### config.mk
export PLATFORM = sky130hd
export DESIGN_NAME = regfile_access_arbiter_flat
export DESIGN_NICKNAME = d
export VERILOG_FILES = /design/src/rtl/regfile_access_arbiter_if.sv /design/src/rtl/regfile_access_arbiter.sv /design/src/flat_wrapper.sv
export SDC_FILE = /design/constraint.sdc
export NUM_CORES = 1
export LEC_CHECK = 0
export BUFFER_PORTS_ARGS = -buffer_cell sky130_fd_sc_hd__buf_4
export CORE_MARGIN = 3
export CORE_UTILIZATION = 38
export DETAILED_ROUTE_END_ITERATION = 10
export PLACE_DENSITY = 0.8
export SLEW_MARGIN = 20
export SYNTH_ARGS = -nofsm -noshare
export SYNTH_HDL_FRONTEND = slang
export SYNTH_SLANG_ARGS = --single-unit
### constraint.sdc
create_clock -name clk -period 3.16 [get_ports clk]
set_input_delay 0.632 -clock clk [delete_from_list [all_inputs] [get_ports clk]]
set_output_delay 0.632 -clock clk [all_outputs]
set_load 0.05 [all_outputs]
### src/rtl/regfile_access_arbiter_if.sv
// Requester-side bus of the register file access arbiter: request, grant and read response.
interface regfile_access_arbiter_if #(
    parameter int unsigned NREQ = 2,
    parameter int unsigned DW   = 32,
    parameter int unsigned AW   = 3
);
    logic [NREQ-1:0]    req_valid;
    logic [NREQ-1:0]    req_we;
    logic [NREQ-1:0]    req_lock;
    logic [NREQ*AW-1:0] req_addr;
    logic [NREQ*DW-1:0] req_wdata;
    logic [NREQ-1:0]    req_ready;
    logic [NREQ-1:0]    resp_valid;
    logic [DW-1:0]      resp_rdata;
    logic               err;
    logic               lock_timeout;

    modport master (
        output req_valid, req_we, req_lock, req_addr, req_wdata,
        input  req_ready, resp_valid, resp_rdata, err, lock_timeout
    );

    modport slave (
        input  req_valid, req_we, req_lock, req_addr, req_wdata,
        output req_ready, resp_valid, resp_rdata, err, lock_timeout
    );
endinterface

### src/rtl/regfile_access_arbiter.sv
// Round-robin arbiter sharing one register file port among NREQ requesters, with bus lock.
// Define REGARB_WPROT_EN to make address 0 write-protected (writes dropped, err pulsed).
module regfile_access_arbiter #(
    parameter int unsigned NREQ     = 2,
    parameter int unsigned DW       = 32,
    parameter int unsigned AW       = 3,
    parameter int unsigned DEPTH    = 8,
    parameter int unsigned LOCK_MAX = 15
) (
    input  logic                     clk,
    input  logic                     rst,
    regfile_access_arbiter_if.slave  bus,
    output logic                     rf_en,
    output logic                     rf_we,
    output logic [AW-1:0]            rf_addr,
    output logic [DW-1:0]            rf_wdata,
    input  logic [DW-1:0]            rf_rdata
);
    localparam int unsigned IW = (NREQ > 1) ? $clog2(NREQ) : 1;
    localparam int unsigned CW = (LOCK_MAX > 0) ? $clog2(LOCK_MAX + 1) : 1;

    typedef enum logic {ARB, LOCKED} state_t;

    state_t          state;
    logic [IW-1:0]   rr_ptr;
    logic [IW-1:0]   owner;
    logic [CW-1:0]   idle_cnt;

    logic            xfer;
    logic [IW-1:0]   gnt_idx;
    logic            sel_we;
    logic            sel_lock;
    logic [AW-1:0]   sel_addr;
    logic [DW-1:0]   sel_wdata;
    logic            in_range;
    logic            wprot;

    // Grant: owner only while locked, otherwise first valid after rr_ptr
    always_comb begin
        int unsigned idx;
        idx     = 0;
        xfer    = 1'b0;
        gnt_idx = '0;
        if (!rst) begin
            if (state == LOCKED) begin
                xfer    = bus.req_valid[owner];
                gnt_idx = owner;
            end else begin
                for (int k = 1; k <= int'(NREQ); k++) begin
                    idx = (32'(rr_ptr) + 32'(k)) % NREQ;
                    if (!xfer && bus.req_valid[IW'(idx)]) begin
                        xfer    = 1'b1;
                        gnt_idx = IW'(idx);
                    end
                end
            end
        end
    end

    always_comb begin
        sel_we    = bus.req_we[gnt_idx];
        sel_lock  = bus.req_lock[gnt_idx];
        sel_addr  = bus.req_addr[32'(gnt_idx)*AW +: AW];
        sel_wdata = bus.req_wdata[32'(gnt_idx)*DW +: DW];
        in_range  = 32'(sel_addr) < DEPTH;
`ifdef REGARB_WPROT_EN
        wprot     = sel_we && (sel_addr == '0);
`else
        wprot     = 1'b0;
`endif
    end

    // Register file strobe is suppressed for out-of-range or protected accesses
    always_comb begin
        bus.req_ready = xfer ? (NREQ'(1) << gnt_idx) : '0;
        rf_en         = xfer && in_range && !wprot;
        rf_we         = rf_en && sel_we;
        rf_addr       = xfer ? sel_addr : '0;
        rf_wdata      = (xfer && sel_we) ? sel_wdata : '0;
    end

    // Arbitration state, lock ownership and registered responses
    always_ff @(posedge clk or posedge rst) begin
        if (rst) begin
            state            <= ARB;
            rr_ptr           <= IW'(NREQ - 1);
            owner            <= '0;
            idle_cnt         <= '0;
            bus.resp_valid   <= '0;
            bus.resp_rdata   <= '0;
            bus.err          <= 1'b0;
            bus.lock_timeout <= 1'b0;
        end else begin
            bus.resp_valid   <= '0;
            bus.err          <= 1'b0;
            bus.lock_timeout <= 1'b0;
            if (xfer) begin
                rr_ptr   <= gnt_idx;
                owner    <= gnt_idx;
                idle_cnt <= '0;
                state    <= sel_lock ? LOCKED : ARB;
                bus.err  <= !in_range || wprot;
                if (!sel_we) begin
                    bus.resp_valid <= NREQ'(1) << gnt_idx;
                    bus.resp_rdata <= in_range ? rf_rdata : '0;
                end
            end else if (state == LOCKED) begin
                // Owner stays idle: release once the counter has saturated
                if (idle_cnt == CW'(LOCK_MAX)) begin
                    state            <= ARB;
                    idle_cnt         <= '0;
                    bus.lock_timeout <= 1'b1;
                end else begin
                    idle_cnt <= idle_cnt + CW'(1);
                end
            end
        end
    end
endmodule

### src/flat_wrapper.sv
// flat-port wrapper written by rule: the top's interface ports become plain ports
module regfile_access_arbiter_flat 
#(
    parameter int unsigned NREQ     = 2,
    parameter int unsigned DW       = 32,
    parameter int unsigned AW       = 3,
    parameter int unsigned DEPTH    = 8,
    parameter int unsigned LOCK_MAX = 15
)
  (clk, rst, rf_en, rf_we, rf_addr, rf_wdata, rf_rdata, bus_req_valid, bus_req_we, bus_req_lock, bus_req_addr, bus_req_wdata, bus_req_ready, bus_resp_valid, bus_resp_rdata, bus_err, bus_lock_timeout);
  regfile_access_arbiter_if #(.NREQ(NREQ), .DW(DW), .AW(AW)) bus_i ();
  input  logic clk;
  input  logic rst;
  output logic rf_en;
  output logic rf_we;
  output logic [AW-1:0] rf_addr;
  output logic [DW-1:0] rf_wdata;
  input  logic [DW-1:0] rf_rdata;
  input wire logic [$bits(bus_i.req_valid)-1:0] bus_req_valid;
  input wire logic [$bits(bus_i.req_we)-1:0] bus_req_we;
  input wire logic [$bits(bus_i.req_lock)-1:0] bus_req_lock;
  input wire logic [$bits(bus_i.req_addr)-1:0] bus_req_addr;
  input wire logic [$bits(bus_i.req_wdata)-1:0] bus_req_wdata;
  output wire logic [$bits(bus_i.req_ready)-1:0] bus_req_ready;
  output wire logic [$bits(bus_i.resp_valid)-1:0] bus_resp_valid;
  output wire logic [$bits(bus_i.resp_rdata)-1:0] bus_resp_rdata;
  output wire logic [$bits(bus_i.err)-1:0] bus_err;
  output wire logic [$bits(bus_i.lock_timeout)-1:0] bus_lock_timeout;
  assign bus_i.req_valid = bus_req_valid;
  assign bus_i.req_we = bus_req_we;
  assign bus_i.req_lock = bus_req_lock;
  assign bus_i.req_addr = bus_req_addr;
  assign bus_i.req_wdata = bus_req_wdata;
  assign bus_req_ready = bus_i.req_ready;
  assign bus_resp_valid = bus_i.resp_valid;
  assign bus_resp_rdata = bus_i.resp_rdata;
  assign bus_err = bus_i.err;
  assign bus_lock_timeout = bus_i.lock_timeout;
  regfile_access_arbiter #(.NREQ(NREQ), .DW(DW), .AW(AW), .DEPTH(DEPTH), .LOCK_MAX(LOCK_MAX)) u_core (.clk(clk), .rst(rst), .bus(bus_i), .rf_en(rf_en), .rf_we(rf_we), .rf_addr(rf_addr), .rf_wdata(rf_wdata), .rf_rdata(rf_rdata));
endmodule
==> impl_metrics.env <==
export IMPL_status="complete, no violations"
export IMPL_synth_edff_count=0
export IMPL_port_buffers=183
export IMPL_cts_clk_slew_worst_paths_ps=90
export IMPL_rows=29
export IMPL_hold_viol=0
export IMPL_drc=0
export IMPL_yosys_top_cells_count="dfrtp_1 (41), a21oi_1 (35), nand4_1 (32), o211ai_1 (32), mux2_4 (30)"
export IMPL_drt_vias_per_instance=5.57
export IMPL_power_density_mw_per_mm2=901
export IMPL_io_pin_count=185
export IMPL_final_cells=496
export IMPL_hp_class="input port to async pin"
export IMPL_grt_max_degree=37
export IMPL_ys_ff_latch=42
export IMPL_dr_total_vias=2765
export IMPL_post_route_period_util_pct=91.6
export IMPL_startpoint_type="flip-flop"
export IMPL_layout_nets=529
export IMPL_rsz0062_at_grt="no"
export IMPL_synth_top_cell_area_share_pct=38.8
export IMPL_post_route_min_period_ps=2890
export IMPL_drv_slew=0
export IMPL_die_h_um=89.4
export IMPL_syn_to_final_growth_pct=57.8
export IMPL_initial_utilization_pct=40.5
export IMPL_drtPass1Iterations=4
export IMPL_synth_most_common_cell="dfrtp_1"
export IMPL_slew_headroom_pct=50.5
export IMPL_synth_largest_area_cell="dfrtp_1"
export IMPL_syn_nets=360
export IMPL_gp_congestion=0.752
export IMPL_maxCapViolations=0
export IMPL_avgSynthCellArea_um2=10.6
export IMPL_crit_required_ps=2530
export IMPL_fin_worst_skew_ps=9.27
export IMPL_clk_latency_ps=290
export IMPL_overflow=0
export IMPL_grt_pass1_wl_um=12800
export IMPL_synth_cell_types=38
export IMPL_antenna_cells=0
export IMPL_fmax_mhz=345
export IMPL_yosys_most_used_dff="dfrtp_1"
export IMPL_cts_tree="built"
export IMPL_wl_per_cell_um=18.1
export IMPL_antenna_found_initial=0
export IMPL_synthCells=249
export IMPL_die_w_um=89.4
export IMPL_synthesis_area_mm2=0.00264
export IMPL_seq_area_frac_synth_pct=39.8
export IMPL_crit_path_end_kind="primary output"
export IMPL_grt_pass1_vias=2688
export IMPL_grt_usage_pct=20.3
export IMPL_cp_arrival_ps=2260
export IMPL_layout_drive_gt1_share_pct=59.2
export IMPL_dp_cells=487
export IMPL_crit_path_max_fanout=18
export IMPL_worstMarginPinSlew_ps=742
export IMPL_drt_antenna_violating_nets=0
export IMPL_cts_path_max_buffers=2
export IMPL_dp_hpwl_um=6530
export IMPL_path_class="flip-flop to primary output"
export IMPL_numCtsBuffers=5
export IMPL_cts_root_buffer="clkbuf_8"
export IMPL_htree_levels=2
export IMPL_yosysWarnings=0
export IMPL_wl_um=8970
export IMPL_setup_viol=0
export IMPL_p_leak_uw=0.00200
export IMPL_drt_iter0_drc=116
export IMPL_peakVddDrop_uv=360
export IMPL_fin_tns_setup_ps=0
export IMPL_cts_sinks=42
export IMPL_ys_top_cells_by_area="dfrtp_1 (39%), mux2_4 (17%), o211ai_1 (9.1%), nand4_1 (7.6%), a21oi_1 (6.6%)"
export IMPL_async_flop_share_pct=100
export IMPL_dieArea_mm2=0.00799
export IMPL_core_mm2=0.00653
layout make-up:
| type | count | area, um^2 |
|---|---|---|
| Clock buffer | 5 | 68.8 |
| Clock inverter | 3 | 23.8 |
| Fill cell | 552 | 2360 |
| Inverter | 4 | 15.0 |
| Multi-Input combinational cell | 175 | 1480 |
| Sequential cell | 42 | 1050 |
| Tap cell | 77 | 96.3 |
| Timing Repair Buffer | 190 | 1440 |
worst max-delay path, stage by stage, from the launching register on:
cell and delay, ps:
dfrtp_1 520, a21boi_1 570, o221ai_4 420, a21oi_1 240, buf_4 230
state kept, by name (all words and copies together), names as in the netlist:
register / count
u_core.owner: 1
u_core.bus.lock_timeout: 1
u_core.bus.resp_rdata: 32
u_core.bus.resp_valid: 2
u_core.idle_cnt: 4
u_core.rr_ptr: 1
u_core.state: 1
logic make-up (layout without fill, tap and decap cells):
kind of cell | after synthesis | in the layout | synth area share (%)
adders and majority gates | 1 | 1 | 0.473
DFF | 42 | 42 | 39.8
buffers and inverters | 33 | 202 | 7.15
and+or+nand+nor | 54 | 54 | 11.6
AOI/OAI and AO/OA | 82 | 83 | 21.4
xor gates and xnor gates | 1 | 1 | 0.331
muxes | 35 | 35 | 19.0
other | 1 | 1 | 0.142
stage by stage:
step / worst slack, ps / cell area (um^2) / util, % / hold WS (ps) / total power, uW
2_1_floorplan: 132 / 2680 / - / 459 / 2670
3_3_place_gp: 198 / 4050 / 62.1 / 479 / 3360
6_report: 265 / 4170 / 63.9 / 321 / 3760
5_1_grt: 114 / 4170 / 63.9 / 339 / 3950
3_5_place_dp: 130 / 4050 / 62.1 / 488 / 3400
4_1_cts: 3.07 / 4150 / 63.5 / 302 / 3760
metal layers:
metal	GRT usage (%)	part of all wire, %	vias to the layer above
met5	0	0	-
met4	4.87	1.9	0
met3	5.53	11	14
met2	35.3	49	161
met1	25.1	39	1303
li1	-	-	1287
layout by cell type (no fill, tap or decap), types with 2 or more instances in the layout:
cell type	Yosys	final
clkbuf_8	0	5
nand4_1	32	32
dfrtp_1	41	41
nor2_1	5	5
mux2_2	2	2
o221ai_4	0	2
a22o_1	3	3
o211ai_1	32	32
inv_1	3	3
mux2_4	30	30
mux2i_1	3	3
a21oi_1	35	26
nand2_1	9	9
and2_1	2	2
nand3_1	2	2
buf_4	1	189
clkinvlp_4	0	2
o21ai_0	3	3
a21oi_2	0	9
repair_timing:
item / 4_1_cts / 5_1_grt
hold endpoints to repair: 0 / 0
setup endpoints to repair: 1 / 3
setup buffers: 0 / 0
hold buffers: 0 / 0
resized for setup: 0 / 1
gates cloned: 0 / 1
pin swaps: 1 / 1
worst paths after layout:
check | slack, ps | end | startpoint | cells past startpoint
setup / recovery | 270 | rf_wdata[17] | u_core.state | 4
hold / removal | 320 | u_core.bus.resp_rdata[11] | rst | 2
setup reg to reg | 880 | u_core.bus.resp_rdata[7] | u_core.state | 5
hold reg to reg | 500 | u_core.rr_ptr | u_core.rr_ptr | 2
max in group asynchronous | 2150 | u_core.rr_ptr | rst | 3
min in group clk | 500 | u_core.rr_ptr | u_core.rr_ptr | 2
where the power goes:
group / leakage (uW) / internal, uW / switching, uW / total [uW]
registers: 0.000504 / 785 / 177 / 962
logic: 0.00146 / 888 / 1560 / 2440
clock network: 0.0000408 / 158 / 196 / 354
Note: power is estimated with default switching activity, not from simulation.
